File: config.mk
export PLATFORM = sky130hd
export DESIGN_NAME = safety_island_boot_ctrl
export DESIGN_NICKNAME = d
export VERILOG_FILES = /design/src/rtl/safety_island_pkg.sv /design/src/rtl/safety_island_boot_ctrl.sv
export SDC_FILE = /design/constraint.sdc
export NUM_CORES = 1
export LEC_CHECK = 0
export CORE_UTILIZATION = 30
export CTS_CLUSTER_DIAMETER = 200
export DETAILED_ROUTE_END_ITERATION = 10
export GPL_TIMING_DRIVEN = 0
export SLEW_MARGIN = 15
export SYNTH_ARGS = -nofsm -noshare
export SYNTH_HDL_FRONTEND = slang
export SYNTH_SLANG_ARGS = --single-unit
File: constraint.sdc
create_clock -name clk_i -period 2.31 [get_ports clk_i]
set_input_delay 0.231 -clock clk_i [delete_from_list [all_inputs] [get_ports clk_i]]
set_output_delay 0.231 -clock clk_i [all_outputs]
set_load 0.02 [all_outputs]
File: src/rtl/safety_island_pkg.sv
// Shared types and constants for the safety-island boot controller.
package safety_island_pkg;

    typedef enum logic [1:0] {
        Jtag      = 2'b00,
        Preloaded = 2'b01
    } bootmode_e;

    typedef enum logic [2:0] {
        Hold        = 3'd0,
        WaitJtag    = 3'd1,
        WaitPreload = 3'd2,
        Release     = 3'd3,
        Running     = 3'd4,
        Error       = 3'd5
    } boot_state_e;

    localparam logic [31:0] BootROMAddrOffset      = 32'h0000_1000;
    localparam logic [31:0] PreloadBootAddrDefault = BootROMAddrOffset + 32'h0000_0080;

endpackage

File: src/rtl/safety_island_boot_ctrl.sv
// Safety-island core start-up sequencer: reset hold, bootmode latch, boot
// condition wait and fetch release with a sticky error path.
module safety_island_boot_ctrl
    import safety_island_pkg::*;
#(
    parameter int unsigned ResetHoldCycles = 16,
    parameter logic [31:0] PreloadTimeout  = 32'h0010_0000,
    parameter logic [31:0] PreloadBootAddr = PreloadBootAddrDefault,
    parameter int unsigned CntWidth        = 32
) (
    input  logic        clk_i,
    input  logic        rst_ni,
    input  logic [1:0]  bootmode_i,
    input  logic [31:0] boot_addr_i,
    input  logic        fetch_en_req_i,
    input  logic        preload_done_i,
    input  logic        soft_rst_req_i,
    output logic        core_rst_no,
    output logic        fetch_enable_o,
    output logic [31:0] boot_addr_o,
    output logic [2:0]  state_o,
    output logic        boot_err_o
);

    localparam logic [CntWidth-1:0] HoldLast    = CntWidth'(ResetHoldCycles - 32'd1);
    localparam logic [CntWidth-1:0] TimeoutLast = CntWidth'(PreloadTimeout - 32'd1);
    localparam logic [CntWidth-1:0] CntOne      = CntWidth'(1);
    localparam logic [CntWidth-1:0] CntMax      = {CntWidth{1'b1}};
    localparam bit                  TimeoutEn   = (PreloadTimeout != 32'd0);

    boot_state_e         state_q, state_d;
    logic [CntWidth-1:0] cnt_q, cnt_d, cnt_inc;
    logic [31:0]         addr_q, addr_d;
    logic                err_q, err_d;
    logic                core_rst_n_q, core_rst_n_d;
    logic                fetch_q, fetch_d;

    // Saturating increment: a stuck counter never wraps back into a false match.
    assign cnt_inc = (cnt_q == CntMax) ? cnt_q : cnt_q + CntOne;

    always_comb begin
        state_d = state_q;
        cnt_d   = cnt_q;
        addr_d  = addr_q;
        err_d   = err_q;

        if (soft_rst_req_i && (state_q != Hold)) begin
            state_d = Hold;
            cnt_d   = '0;
            err_d   = 1'b0;
        end else begin
            case (state_q)
                Hold: begin
                    if (cnt_q == HoldLast) begin
                        cnt_d = '0;
                        case (bootmode_e'(bootmode_i))
                            Jtag:      state_d = WaitJtag;
                            Preloaded: state_d = WaitPreload;
                            default: begin
                                state_d = Error;
                                err_d   = 1'b1;
                            end
                        endcase
                    end else begin
                        cnt_d = cnt_inc;
                    end
                end
                WaitJtag: begin
                    if (fetch_en_req_i) begin
                        addr_d  = boot_addr_i;
                        state_d = Release;
                    end
                end
                WaitPreload: begin
                    cnt_d = cnt_inc;
                    // Completion on the timeout cycle still boots.
                    if (preload_done_i) begin
                        addr_d  = PreloadBootAddr;
                        state_d = Release;
                        cnt_d   = '0;
                    end else if (TimeoutEn && (cnt_q == TimeoutLast)) begin
                        state_d = Error;
                        err_d   = 1'b1;
                        cnt_d   = '0;
                    end
                end
                Release:  state_d = Running;
                Running:  state_d = Running;
                Error:    state_d = Error;
                default:  state_d = Hold;
            endcase
        end
    end

    // Outputs decoded from the next state so every output is a flop.
    always_comb begin
        core_rst_n_d = 1'b0;
        fetch_d      = 1'b0;
        case (state_d)
            WaitJtag, WaitPreload, Release: core_rst_n_d = 1'b1;
            Running: begin
                core_rst_n_d = 1'b1;
                fetch_d      = 1'b1;
            end
            default: ;
        endcase
    end

    always_ff @(posedge clk_i or negedge rst_ni) begin
        if (!rst_ni) begin
            state_q      <= Hold;
            cnt_q        <= '0;
            addr_q       <= '0;
            err_q        <= 1'b0;
            core_rst_n_q <= 1'b0;
            fetch_q      <= 1'b0;
        end else begin
            state_q      <= state_d;
            cnt_q        <= cnt_d;
            addr_q       <= addr_d;
            err_q        <= err_d;
            core_rst_n_q <= core_rst_n_d;
            fetch_q      <= fetch_d;
        end
    end

    assign core_rst_no    = core_rst_n_q;
    assign fetch_enable_o = fetch_q;
    assign boot_addr_o    = addr_q;
    assign state_o        = state_q;
    assign boot_err_o     = err_q;

`ifndef SYNTHESIS
    fetch_needs_core_out_of_reset: assert property (
        @(posedge clk_i) disable iff (!rst_ni) fetch_enable_o |-> core_rst_no);
    boot_addr_stable_while_fetching: assert property (
        @(posedge clk_i) disable iff (!rst_ni) fetch_enable_o |-> $stable(boot_addr_o));
`endif

endmodule

==> flow_summary.yaml <==
outcome:
  outcome: "complete, no violations"
drt:
  drc: 0
  first_pass_iters: 6
  ant_nets: 0
  drt_iter0_markers: 180
  vias: 3220
  wl_per_cell_um: 14.4
  avgViaCountPerCell: 5.02
  wl_um: 9240
floorplanning:
  dieHeight_um: 110
  ios: 77
  rows: 39
  start_util: 0.308
  die_area_um2: 12100
  core_um2: 11400
  die_x_um: 110
yosys:
  yosys_most_used_dff: "dfrtp_1"
  synth_edf_count: 0
  synthAdderAreaFrac: 0.00356
  synth_top_family_by_area: "simple AND/OR/NAND/NOR gates"
  ys_seq_area_frac: 0.499
  synth_nets: 438
  synth_top_area_share: 0.499
  avgSynthCellArea_um2: 8.83
  yosys_register_bits: 70
  synth_top_cell_by_area: "dfrtp_1"
  ys_types: 41
  yosys.area_share.simple: 0.297
  synthXorXnorAreaFrac: 0.0598
  synth_warnings: 0
  synthTopCellsByArea: "dfrtp_1 (50%), nand2_1 (8.5%), o21ai_0 (5.3%)"
  syn_area_um2: 3510
  synthMuxAreaShare: 0
  synthCells: 398
  synth_compound_area_frac: 0.108
  ys_async_sr_fraction: 1.00
worst_setup_path:
  worstPathArrival_ps: 2500
  worstSetupPathType: "reg -> reg"
  reg2reg_slack_ps: 70
  path_max_fanout: 7
  cp.required_ps: 2570
  cp-start-kind: "register"
  cp-end-kind: "register"
  rr_worst_depth: 9
  r2r_end: "cnt_q[31]"
  reg2reg_from: "cnt_q[0]"
global_routing:
  grt_pass1_wl_um: 14900
  grt_max_degree: 47
  grt_pass1_vias: 3061
  antenna_found_initial: 0
  grt_usage: 0.160
  overflow: 0
layout:
  area_growth_pct: 39.1
  final_cells: 641
  utilization: 0.428
  antenna_cells: 0
  final_net_count: 533
  stdcell_area_um2: 4890
  layout_common_cells: "nand2_1 (80), clkdlybuf4s50_1 (75), dfrtp_1 (70)"
  mostFrequentLayoutCell: "nand2_1"
  drive_gt1_frac: 0.0924
sta:
  drv_slew: 0
  slew_headroom: 0.650
  finalCriticalPeriod_ps: 2240
  rsz0062_at_grt: "yes"
  hold_viol_final: 0
  max_clock_freq_mhz: 447
  skew_ps: 5.32
  post-route-period-util: 0.969
  setup_viol: 0
  tightest_slew_ps: 520
  fin_ws_ps: 70.6
clocking:
  h-tree-depth: 3
  cts_buffers: 9
  clockBufferDepth: 2
  clk_pin_slew_ps: 60
  cts_tree: "built"
  cts_root_buffer: "clkbuf_16"
  clock-sinks: 70
  clk_latency_ps: 330
place:
  dp.final_hpwl_um: 6560
  place_ws_ps: -38.8
  place_area_um2: 4480
  place_congestion: 0.779
  place_inst: 618
  portBuffers: 76
power:
  power.leakage_nw: 2.23
  power_density_nw_per_um2: 1110
  vdd_ir_drop_max_mv: 0.769
  power.total_w: 0.00542
job:
  maxCapViolCount: 0
worst_hold_path:
  hp-class: "in -> async"
[final cells by class]
class | instances | area (um^2)
buffer | 20 | 105
clock buffer | 10 | 239
clock inverter | 6 | 61.3
fill | 1131 | 6530
inverter | 6 | 22.5
multi-input combinational | 302 | 1680
sequential | 70 | 1750
tap | 143 | 179
timing repair buffer | 84 | 845
[layer usage]
metal	vias to the layer above	GRT usage	share of wire
li1	1584	-	-
met1	1522	0.209	0.47
met2	104	0.257	0.45
met3	10	0.0400	0.069
met4	0	0.0555	0.011
met5	-	0	0
[through the flow]
stage / setup TNS, ps / hold slack, ps
2_1_floorplan: 0 / -64.6
3_3_place_gp: -101830 / 464
3_5_place_dp: -53.9 / 178
4_1_cts: 0 / 365
5_1_grt: -590 / 424
6_report: 0 / 359
[power breakdown]
part,internal (W),switching [W]
Clock,0.000861,0.000531
Combinational,0.000963,0.00128
Sequential,0.00158,0.000208
Total,0.00341,0.00202
[synth_stat cells, drive strengths merged, types with 2 or more instances]
cell type / number
a31oi: 3
nand4: 14
a21oi: 14
or2: 3
inv: 6
a21o: 2
nand2: 80
dfrtp: 70
nand3: 25
o31ai: 4
nor3: 9
o21ai: 37
xor2: 21
buf: 7
a211o: 2
clkbuf: 13
nor2: 37
and3: 16
or3: 5
or4: 2
nor4: 9
xnor2: 3
and4: 3
[cells by family (layout without fill, tap and decap cells)]
logic type      after synthesis  after routing
flops                        70             70
fa+ha+maj                     1              1
xor+xnor                     24             24
compound gates               67             67
buf+inv                      26            126
simple gates                210            210
[how the worst max path moves through the flow]
| stage | from | end | slack [ps] | cells after the start |
|---|---|---|---|---|
| 5_1_grt | cnt_q[1] | cnt_q[14] | -40 | 9 |
| 3_3_place_gp | rst_ni | boot_addr_o[3] | -1460 | 1 |
| 4_1_cts | cnt_q[0] | cnt_q[31] | 7 | 9 |
| 6_report | cnt_q[0] | cnt_q[31] | 70 | 9 |
| 3_5_place_dp | cnt_q[0] | cnt_q[27] | -40 | 10 |
| 2_1_floorplan | cnt_q[0] | cnt_q[31] | 190 | 9 |
[timing repair]
action,CTS,global route
hold buffers,1,0
pin swaps,0,2
endpoints found under the hold margin,24,0
setup endpoints to repair,7,33
resized for setup,1,12
setup buffers,0,6
[worst max-delay path, cell delays in order (launching register included)]
cell     delay [ps]
dfrtp_1         400
ha_1            220
and3_1          190
buf_6           130
and3_4          160
buf_6           120
nand4_4         130
nand4_4         150
or4_1           500
a21oi_1         150
[flip-flops by register name, indices dropped and copies added (netlist names)]
signal and flops:
fetch_enable_o 1, core_rst_no 1, state_o 3, boot_addr_o 32
boot_err_o 1, cnt_q 32
No activity file was read; power rests on OpenSTA's default activity.
